--- src/rtl/snake_game_ctrl_pkg.sv ---
// Shared types and default geometry for the snake game sequencer.
package snake_pkg;

    typedef enum logic [1:0] {
        LEFT  = 2'b00,
        DOWN  = 2'b01,
        UP    = 2'b10,
        RIGHT = 2'b11
    } dir_t;

    typedef enum logic [2:0] {
        IDLE  = 3'd0,
        RUN   = 3'd1,
        ISSUE = 3'd2,
        WAIT  = 3'd3,
        OVER  = 3'd4,
        WIN   = 3'd5
    } state_t;

    localparam int GRID     = 8;
    localparam int INIT_LEN = 3;
    localparam int MAX_LEN  = 64;

    // Opposite directions differ in both encoding bits.
    function automatic logic is_reverse(dir_t a, dir_t b);
        return (a ^ b) == 2'b11;
    endfunction

endpackage

--- src/rtl/snake_game_ctrl_if.sv ---
// Step command / step response link between the sequencer and the body datapath.
interface snake_game_ctrl_if;
    import snake_pkg::*;

    logic step_valid;
    logic step_ready;
    dir_t step_dir;
    logic step_grow;
    logic resp_valid;
    logic resp_hit_self;
    logic resp_ate;

    modport master (
        output step_valid, step_dir, step_grow,
        input  step_ready, resp_valid, resp_hit_self, resp_ate
    );

    modport slave (
        input  step_valid, step_dir, step_grow,
        output step_ready, resp_valid, resp_hit_self, resp_ate
    );

endinterface

--- src/rtl/snake_game_ctrl_tick_gen.sv ---
// Divide-by-DIV tick generator with enable and synchronous restart.
module snake_tick_gen #(
    parameter int DIV = 4
) (
    input  logic clk,
    input  logic rst,
    input  logic en_i,
    input  logic clr_i,
    output logic tick_o
);

    localparam int W = (DIV > 2) ? $clog2(DIV) : 1;
    localparam logic [W-1:0] LAST = W'(DIV - 1);

    logic [W-1:0] cnt_q, cnt_d;

    assign tick_o = en_i && (cnt_q == LAST);

    always_comb begin
        cnt_d = cnt_q;
        if (clr_i || tick_o) begin
            cnt_d = '0;
        end else if (en_i) begin
            cnt_d = cnt_q + 1'b1;
        end
    end

    always_ff @(posedge clk or posedge rst) begin
        if (rst) begin
            cnt_q <= '0;
        end else begin
            cnt_q <= cnt_d;
        end
    end

endmodule

--- src/rtl/snake_game_ctrl.sv ---
// Snake game sequencer: move tick, direction arbitration, wall prediction,
// step handshake to the body datapath, and length/score bookkeeping.
module snake_game_ctrl #(
    parameter int TICK_DIV = 10000000,
    parameter int GRID     = snake_pkg::GRID,
    parameter int INIT_LEN = snake_pkg::INIT_LEN,
    parameter int MAX_LEN  = snake_pkg::MAX_LEN
) (
    input  logic              clk,
    input  logic              clear,
    input  logic              start,
    input  logic [3:0]        direction,
    input  logic [2:0]        head_x,
    input  logic [2:0]        head_y,
    output logic              init,
    snake_game_ctrl_if.master bus,
    output logic [2:0]        state,
    output logic              game_over,
    output logic              won,
    output logic [6:0]        score,
    output logic [6:0]        length
);
    import snake_pkg::*;

    state_t     state_q, state_d;
    dir_t       dir_q, dir_d, pend_q, pend_d, cand;
    logic       valid_q, valid_d, grow_q, grow_d;
    logic       gpend_q, gpend_d, over_q, won_q;
    logic [6:0] score_q, score_d, len_q, len_d;
    logic [3:0] btn_ok;
    logic [3:0] nx, ny;
    logic       active, restart, tick, wall, cand_v;

    assign active  = (state_q == RUN) || (state_q == ISSUE) || (state_q == WAIT);
    assign restart = start &&
                     ((state_q == IDLE) || (state_q == OVER) || (state_q == WIN));

    snake_tick_gen #(.DIV(TICK_DIV)) u_tick (
        .clk    (clk),
        .rst    (clear),
        .en_i   (active),
        .clr_i  (restart),
        .tick_o (tick)
    );

    // Reversals are masked first so a lower-priority button can still win.
    always_comb begin
        for (int i = 0; i < 4; i++) begin
            btn_ok[i] = direction[i] && !is_reverse(dir_t'(2'(i)), dir_q);
        end
        cand   = RIGHT;
        cand_v = 1'b1;
        priority case (1'b1)
            btn_ok[3]: cand = RIGHT;
            btn_ok[0]: cand = LEFT;
            btn_ok[1]: cand = DOWN;
            btn_ok[2]: cand = UP;
            default:   cand_v = 1'b0;
        endcase
    end

    always_comb begin
        nx   = {1'b0, head_x};
        ny   = {1'b0, head_y};
        wall = 1'b0;
        unique case (pend_q)
            RIGHT:   wall = (nx + 4'd1) > 4'(GRID - 1);
            LEFT:    wall = (nx == 4'd0);
            DOWN:    wall = (ny + 4'd1) > 4'(GRID - 1);
            UP:      wall = (ny == 4'd0);
            default: wall = 1'b0;
        endcase
    end

    always_comb begin
        state_d = state_q;
        dir_d   = dir_q;
        pend_d  = pend_q;
        valid_d = valid_q;
        grow_d  = grow_q;
        gpend_d = gpend_q;
        score_d = score_q;
        len_d   = len_q;
        if (active && cand_v) begin
            pend_d = cand;
        end
        unique case (state_q)
            IDLE, OVER, WIN: begin
                if (start) begin
                    state_d = RUN;
                    score_d = '0;
                    len_d   = 7'(INIT_LEN);
                    dir_d   = RIGHT;
                    pend_d  = RIGHT;
                    gpend_d = 1'b0;
                end
            end
            RUN: begin
                if (tick) begin
                    if (wall) begin
                        state_d = OVER;
                    end else begin
                        dir_d   = pend_q;
                        grow_d  = gpend_q;
                        valid_d = 1'b1;
                        state_d = ISSUE;
                    end
                end
            end
            ISSUE: begin
                if (bus.step_ready) begin
                    valid_d = 1'b0;
                    gpend_d = 1'b0;
                    grow_d  = 1'b0;
                    if (grow_q) begin
                        len_d = len_q + 7'd1;
                    end
                    state_d = WAIT;
                end
            end
            WAIT: begin
                if (bus.resp_valid) begin
                    if (bus.resp_hit_self) begin
                        state_d = OVER;
                    end else if (len_q == 7'(MAX_LEN)) begin
                        state_d = WIN;
                    end else begin
                        if (bus.resp_ate) begin
                            score_d = (score_q == 7'd127) ? score_q : score_q + 7'd1;
                            gpend_d = 1'b1;
                        end
                        state_d = RUN;
                    end
                end
            end
            default: state_d = IDLE;
        endcase
    end

    always_ff @(posedge clk or posedge clear) begin
        if (clear) begin
            state_q <= IDLE;
            dir_q   <= RIGHT;
            pend_q  <= RIGHT;
            valid_q <= 1'b0;
            grow_q  <= 1'b0;
            gpend_q <= 1'b0;
            score_q <= '0;
            len_q   <= 7'(INIT_LEN);
            over_q  <= 1'b0;
            won_q   <= 1'b0;
        end else begin
            state_q <= state_d;
            dir_q   <= dir_d;
            pend_q  <= pend_d;
            valid_q <= valid_d;
            grow_q  <= grow_d;
            gpend_q <= gpend_d;
            score_q <= score_d;
            len_q   <= len_d;
            over_q  <= (state_d == OVER);
            won_q   <= (state_d == WIN);
        end
    end

    assign init           = restart;
    assign bus.step_valid = valid_q;
    assign bus.step_dir   = dir_q;
    assign bus.step_grow  = grow_q;
    assign state          = state_q;
    assign game_over      = over_q;
    assign won            = won_q;
    assign score          = score_q;
    assign length         = len_q;

endmodule

--- src/flat_wrapper.sv ---
// flat-port wrapper written by rule: the top's interface ports become plain ports
module snake_game_ctrl_flat import snake_pkg::*;
#(
    parameter int TICK_DIV = 10000000,
    parameter int GRID     = snake_pkg::GRID,
    parameter int INIT_LEN = snake_pkg::INIT_LEN,
    parameter int MAX_LEN  = snake_pkg::MAX_LEN
)
  (clk, clear, start, direction, head_x, head_y, init, state, game_over, won, score, length, bus_step_valid, bus_step_dir, bus_step_grow, bus_step_ready, bus_resp_valid, bus_resp_hit_self, bus_resp_ate);
  snake_game_ctrl_if bus_i ();
  input  logic clk;
  input  logic clear;
  input  logic start;
  input  logic [3:0] direction;
  input  logic [2:0] head_x;
  input  logic [2:0] head_y;
  output logic init;
  output logic [2:0] state;
  output logic game_over;
  output logic won;
  output logic [6:0] score;
  output logic [6:0] length;
  output wire logic [$bits(bus_i.step_valid)-1:0] bus_step_valid;
  output wire logic [$bits(bus_i.step_dir)-1:0] bus_step_dir;
  output wire logic [$bits(bus_i.step_grow)-1:0] bus_step_grow;
  input wire logic [$bits(bus_i.step_ready)-1:0] bus_step_ready;
  input wire logic [$bits(bus_i.resp_valid)-1:0] bus_resp_valid;
  input wire logic [$bits(bus_i.resp_hit_self)-1:0] bus_resp_hit_self;
  input wire logic [$bits(bus_i.resp_ate)-1:0] bus_resp_ate;
  assign bus_step_valid = bus_i.step_valid;
  assign bus_step_dir = bus_i.step_dir;
  assign bus_step_grow = bus_i.step_grow;
  assign bus_i.step_ready = bus_step_ready;
  assign bus_i.resp_valid = bus_resp_valid;
  assign bus_i.resp_hit_self = bus_resp_hit_self;
  assign bus_i.resp_ate = bus_resp_ate;
  snake_game_ctrl #(.TICK_DIV(TICK_DIV), .GRID(GRID), .INIT_LEN(INIT_LEN), .MAX_LEN(MAX_LEN)) u_core (.clk(clk), .clear(clear), .start(start), .direction(direction), .head_x(head_x), .head_y(head_y), .init(init), .bus(bus_i), .state(state), .game_over(game_over), .won(won), .score(score), .length(length));
endmodule
--- config.mk ---
export PLATFORM = sky130hd
export DESIGN_NAME = snake_game_ctrl_flat
export DESIGN_NICKNAME = d
export VERILOG_FILES = /design/src/rtl/snake_game_ctrl_pkg.sv /design/src/rtl/snake_game_ctrl_if.sv /design/src/rtl/snake_game_ctrl_tick_gen.sv /design/src/rtl/snake_game_ctrl.sv /design/src/flat_wrapper.sv
export SDC_FILE = /design/constraint.sdc
export NUM_CORES = 1
export LEC_CHECK = 0
export CORE_UTILIZATION = 55
export CTS_CLUSTER_SIZE = 12
export DETAILED_ROUTE_END_ITERATION = 7
export PLACE_DENSITY = 0.78
export SLEW_MARGIN = 20
export SYNTH_ARGS = -nofsm -noshare
export SYNTH_HDL_FRONTEND = slang
export SYNTH_HIERARCHICAL = 1
export SYNTH_SLANG_ARGS = --single-unit
export TNS_END_PERCENT = 5
--- constraint.sdc ---
create_clock -name clk -period 2.7 [get_ports clk]
set_input_delay 0.54 -clock clk [delete_from_list [all_inputs] [get_ports clk]]
set_output_delay 0.54 -clock clk [all_outputs]
set_load 0.1 [all_outputs]
### Word-level counts from Yosys, hierarchy flattened

Index checks and enable logic that the tools add are counted.
W data, S select, Z words.

| cells by class | value |
|---|---|
| add/sub/neg operators | 5 |
| magnitude comparators | 2 |
| eq/ne operators | 27 |
| muxes and demuxes | 50 |
| bitwise gates (word level) | 3 |
| reductions and logical operators | 32 |

Operators with widths:

| kind | count |
|---|---|
| $mux W7 | 9 |
| $mux W24 | 2 |
| $pmux W7 S2 | 2 |
| $add A24 B1 Y24 const B | 1 |
| $eq A24 B24 Y1 const B | 1 |
| $mux W3 | 7 |
| $mux W2 | 9 |
| $ne A2 B2 Y1 const B | 9 |
| $mux W1 | 15 |
| $add A7 B1 Y7 const B | 2 |
| $eq A7 B7 Y1 const B | 2 |
| $reduce_and A7 Y1 | 2 |
| $eq A2 B2 Y1 const B | 6 |
| $eq A3 B3 Y1 const B | 4 |
| $pmux W3 S4 | 1 |
| $reduce_and A4 Y1 | 3 |
| $reduce_bool A2 Y1 | 5 |
| $logic_not A3 Y1 | 3 |
| $add A3 B1 Y4 const B | 2 |
| $gt A4 B3 Y1 const B | 2 |
| $logic_and A1 B1 Y1 | 7 |
| $eq A3 B2 Y1 const B | 2 |
| $logic_or A1 B1 Y1 | 5 |
| $logic_not A1 Y1 | 4 |
| other kinds (12) | 14 |

| word-level totals | value |
|---|---|
| register bits | 50 |
| input port bits | 17 |
| output and inout port bits | 24 |
| word-level logic and storage cells | 130 |

### Longest topological paths before layout

| depth | value |
|---|---|
| depth after elaboration | 12 |
| depth in mapped cells | 9 |
| mapped depth without buffers | 8 |

### Hierarchy

Netlist, hierarchy kept.

By module, submodules not included:

| module | instances | cells each | area each (um^2) | sequential area each (um^2) |
|---|---|---|---|---|
| snake_game_ctrl | 1 | 174 | 1622.8 | 658.1 |
| snake_tick_gen | 1 | 131 | 1337.5 | 600.6 |

### Worst setup path after synthesis

No wires, ideal clock.

| path | value |
|---|---|
| kind | register to register |
| start | reg u_core.state_q[2], in the netlist u_core/state[2] |
| end | reg u_core.u_tick.cnt_q[23] |
| setup time | 0.134 ns |
| arrival | 3.155 ns |
| required time | 2.566 ns |
| path slack | -0.589 ns |
| cell stages (with the launch flop) | 9 |
| buffers on the path | 2 |
| period minus slack after synthesis | 3.289 ns |
| path through | dfrtp_1 -> or2b_2 -> nand2_1 -> inv_1 -> clkbuf_1 -> inv_1 -> o41ai_4 -> buf_6 -> a21oi_1 |

| between the ends | value |
|---|---|
| cells in the longest elaborated chain, start to end | 6 |
| elaborated cells on any way between the ends | 15 |
| classes of those cells | eq/ne: 5; mux: 1; reduce/logical: 9 |

RTL lines:

| item | line | text |
|---|---|---|
| start: declaration | snake_game_ctrl.sv:25 | `state_t state_q, state_d;` |
| start signal: assignment | snake_game_ctrl.sv:153 | `state_q <= state_d;` |
| $eq A3 B3 Y1 / $logic_not A3 Y1 (equally long branches) | snake_game_ctrl.sv:36 | `((state_q == IDLE) \|\| (state_q == OVER) \|\| (state_q == WIN));` |
| $logic_or A1 B1 Y1 | snake_game_ctrl.sv:36 |  |
| $logic_or A1 B1 Y1 (*) | snake_game_ctrl.sv:36 |  |
| $logic_and A1 B1 Y1 (*) | snake_game_ctrl.sv:35 | `assign restart = start &&` |
| net init | flat_wrapper.sv:17 | `output logic init;` |
| $logic_or A1 B1 Y1 (*) | snake_game_ctrl_tick_gen.sv:21 | `if (clr_i \|\| tick_o) begin` |
| $mux W24 / $reduce_bool A2 Y1 (equally long branches) | -- |  |
| end signal: assignment | snake_game_ctrl_tick_gen.sv:32 | `cnt_q <= cnt_d;` |
| end: declaration | snake_game_ctrl_tick_gen.sv:15 | `logic [W-1:0] cnt_q, cnt_d;` |

The timed path passes the listed nets; every way through them passes the cells marked *.
A chain may end at the register's enable or synchronous reset.

### Final worst setup path

| path | value |
|---|---|
| start | reg u_core.u_tick.cnt_q[8] |
| end | reg u_core.grow_q, in the netlist u_core/bus.step_grow |

| between the ends | value |
|---|---|
| cells in the longest elaborated chain, start to end | 4 |

RTL lines:

| item | line | text |
|---|---|---|
| $eq A24 B24 Y1 | snake_game_ctrl_tick_gen.sv:17 | `assign tick_o = en_i && (cnt_q == LAST);` |
| $logic_and A1 B1 Y1 | snake_game_ctrl_tick_gen.sv:17 |  |
| net u_core.tick | snake_game_ctrl.sv:32 | `logic active, restart, tick, wall, cand_v;` |
| $ne A2 B2 Y1 (no line) | -- |  |
| $reduce_and A4 Y1 (no line) | -- |  |
| end signal: assignment | snake_game_ctrl.sv:157 | `grow_q <= grow_d;` |
| end: declaration | snake_game_ctrl.sv:27 | `logic valid_q, valid_d, grow_q, grow_d;` |

The timed path passes the listed nets, and every way through them passes these cells.

==> summary.md <==
| Metric | Value |
|---|---|
| Run status | `finished, final reports clean` |
| Seq/Total Area, Yosys | `0.425` |
| Worst-case reg-to-reg path depth | `7` |
| Worst clock skew | `0.00956 ns` |
| Initial detailed-routing violation count | `86` |
| Power per Cell Area | `685 nW/um2` |
| Vias in the first global route | `2285` |
| Max Root-Sink Buffers | `2` |
| Worst vdd ir | `0.507 mV` |
| Final WL | `6510 um` |
| Critical Path RT | `2.92 ns` |
| Setup WS pre-CTS | `0.216 ns` |
| Vias per Instance | `5.98` |
| GP Congestion | `0.830` |
| Worst reg2reg setup slack | `0.24 ns` |
| Syn Std Cell Area | `2960 um2` |
| Final setup fails | `0` |
| Slew Limit Fails | `0` |
| Synth top area share | `0.372` |
| GRT Util Overall | `0.250` |
| Final HPWL DP | `4810 um` |
| Post-route setup TNS | `0 ns` |
| Post-cts hold buffer count | `0` |
| Die Width | `75.4 um` |
| CTS tree | `built` |
| Core Area | `5140 um2` |
| Grt total ovfl | `0` |
| DR DRC count | `0` |
| Syn avg cell area | `9.71 um2` |
| Final Hold Vio Count | `0` |
| WHS Endpoint | `u_core/gpend_q$_DFFE_PP0P_` |
| Final WS setup | `0.241 ns` |
| Clock Pin Slew Worst Setup and Hold Paths | `0.09 ns` |
| Die Y | `75.4 um` |
| Via Count | `2541` |
| WP data arrival | `2.68 ns` |
| Clock sinks | `50` |
| Number of routed nets with antenna violations | `0` |
| Post-CTS sizing | `0` |
| EDFF count, synth | `0` |
| Most common cell in the netlist | `dfrtp_1` |
| Syn Nets | `326` |
| Largest net degree at the start of global routing | `25` |
| Max-cap viol count | `0` |
| Worst hold path class | `flip-flop to flip-flop` |
| Clk_lat worst skew | `0.30 ns` |
| LEAKAGE | `0.00157 uW` |
| Diodes inserted | `0` |
| Worst Max-Slew Pin Slew | `0.783 ns` |
| FF+latch count, synth | `50` |
| Area leader, netlist | `dfrtp_1` |
| Port Buffers | `40` |
| Final design utilization | `0.687` |
| Row Count | `26` |
| Yosys cell types | `66` |
| CTS Buf Count | `5` |
| Worst hold stages | `1` |
| Die ar. | `5680 um2` |
| DR WL/cell | `15.3 um` |
| Worst Path Max Fanout | `7` |
| Worst slew margin | `0.478` |
| Initial antenna violation count | `0` |
| Fraction of layout cells with a size suffix above 1 | `0.217` |
| Ys async rst share | `1.00` |
| Dominant cells by area after synthesis | `dfrtp_1, dfstp_2, a21oi_1` |
| Post-CTS setup buffer count | `0` |
| Ys flop type | `dfrtp_1` |
| R2r endpoint | `u_core/bus.step_grow$_DFFE_PP0P_` |
| P&R area growth vs syn | `19.4%` |
| Initial Utilization | `0.576` |
| Max Freq | `407 MHz` |
| Root Buffer | `clkbuf_8` |
| RSZ-0062 raised after global routing | `false` |
| Cells after Synth | `305` |
| Top post-synthesis cells by count | `dfrtp_1, nand2_1, nor2_1` |
| Depth of the CTS H-tree | `2` |
| Final net count | `375` |
| CP startpoint kind | `flip-flop` |
| First-pass GRT wire length | `10600 um` |
| Critical path class | `flip-flop to flip-flop` |
| Yosys warning total | `6` |
| # IOs | `41` |
| Minimum clock period | `2.46 ns` |
| RR Startpoint | `u_core/u_tick/cnt_q[8]$_DFFE_PP0P_` |
| Critical hold path startpoint | `u_core/gpend_q$_DFFE_PP0P_` |
| Crit end category | `flip-flop` |
| Fin crit share | `0.911` |
| Pre-antenna DRT Iters | `4` |
==> final cells by class <==
cell class | instances | area [um2]
well taps | 70 | 87.6
repair buffers | 53 | 450
clock buffers | 7 | 86.3
clock inverters | 1 | 5.00
multi-input cells | 232 | 1590
inverters | 12 | 45.0
flip-flops and latches | 50 | 1270
fillers | 423 | 1610
==> routing by layer <==
metal | vias to the layer above | track usage | routed length, um
met5 | - | 0 | 0
met2 | 59 | 0.413 | 3100
li1 | 1244 | - | -
met1 | 1229 | 0.337 | 3070
met4 | 0 | 0.0864 | 91
met3 | 9 | 0.0423 | 243
==> worst max-delay path by stage <==
stage          slack (ns)                           startpoint  cells past startpoint                            endpoint
2_1_floorplan       0.006            u_core/state[0]$_DFF_PP0_                      9  u_core/bus.step_dir[0]$_DFFE_PP1P_
3_3_place_gp         0.31            u_core/state[2]$_DFF_PP0_                      9  u_core/bus.step_dir[0]$_DFFE_PP1P_
3_5_place_dp         0.22            u_core/state[2]$_DFF_PP0_                      9    u_core/bus.step_grow$_DFFE_PP0P_
4_1_cts              0.21            u_core/state[2]$_DFF_PP0_                      9    u_core/bus.step_grow$_DFFE_PP0P_
5_1_grt              0.08  u_core/u_tick/cnt_q[21]$_DFFE_PP0P_                      8    u_core/bus.step_grow$_DFFE_PP0P_
6_report             0.24   u_core/u_tick/cnt_q[8]$_DFFE_PP0P_                      7    u_core/bus.step_grow$_DFFE_PP0P_
==> stage by stage <==
step	total power [uW]	cells	hold slack [ns]	cell area (um2)
after floorplan	1750	305	0.466	2990
after CTS	2440	425	0.510	3530
after global routing	2570	425	0.549	3530
after detailed placement	2000	417	0.489	3440
after global placement	1980	417	0.479	3440
final	2420	425	0.506	3530
==> placed cells by master (no fill, tap or decap), types with 5 or more instances in the layout <==
| master | instances |
|---|---|
| nor2_1 | 24 |
| o31ai_1 | 9 |
| xnor2_1 | 7 |
| nand4_1 | 8 |
| dfrtp_1 | 41 |
| and4_1 | 5 |
| o21ai_0 | 11 |
| xor2_1 | 7 |
| buf_4 | 36 |
| nand2_1 | 24 |
| a21oi_1 | 22 |
| or3_1 | 6 |
| clkbuf_8 | 6 |
| inv_1 | 12 |
| dfstp_2 | 6 |
| nand3_1 | 11 |
| mux2i_1 | 7 |
| o211ai_1 | 5 |
| or4_1 | 10 |
| clkdlybuf4s50_1 | 16 |
==> worst max-delay path, cell delays in order, from the launching register on <==
cell	delay, ns
dfrtp_1	0.45
or4b_4	0.58
nor4_2	0.31
nor4bb_2	0.41
nand4_1	0.17
o31ai_1	0.10
buf_4	0.18
mux2i_1	0.19
==> kinds of logic after synthesis <==
| group | after synthesis | share of synthesized area |
|---|---|---|
| buffers and inverters | 23 | 0.0414 |
| adder cells (fa/ha/maj) | 4 | 0.0169 |
| XOR/XNOR | 14 | 0.0414 |
| AND/OR/NAND/NOR | 134 | 0.276 |
| multiplexers | 8 | 0.0275 |
| AO/OA/AOI/OAI | 72 | 0.171 |
| flip-flops | 50 | 0.425 |
==> where the power goes <==
| group | switching (uW) | internal (uW) |
|---|---|---|
| Clock | 233 | 207 |
| Sequential | 122 | 871 |
| Combinational | 663 | 325 |
==> state kept, by name, indices dropped and copies added, names as in the netlist, 2 cells and up <==
signal / flops
u_core/score: 7
u_core/state: 3
u_core/bus.step_dir: 2
u_core/pend_q: 2
u_core/u_tick/cnt_q: 24
u_core/length: 7
(Power assumes the default switching activity.)
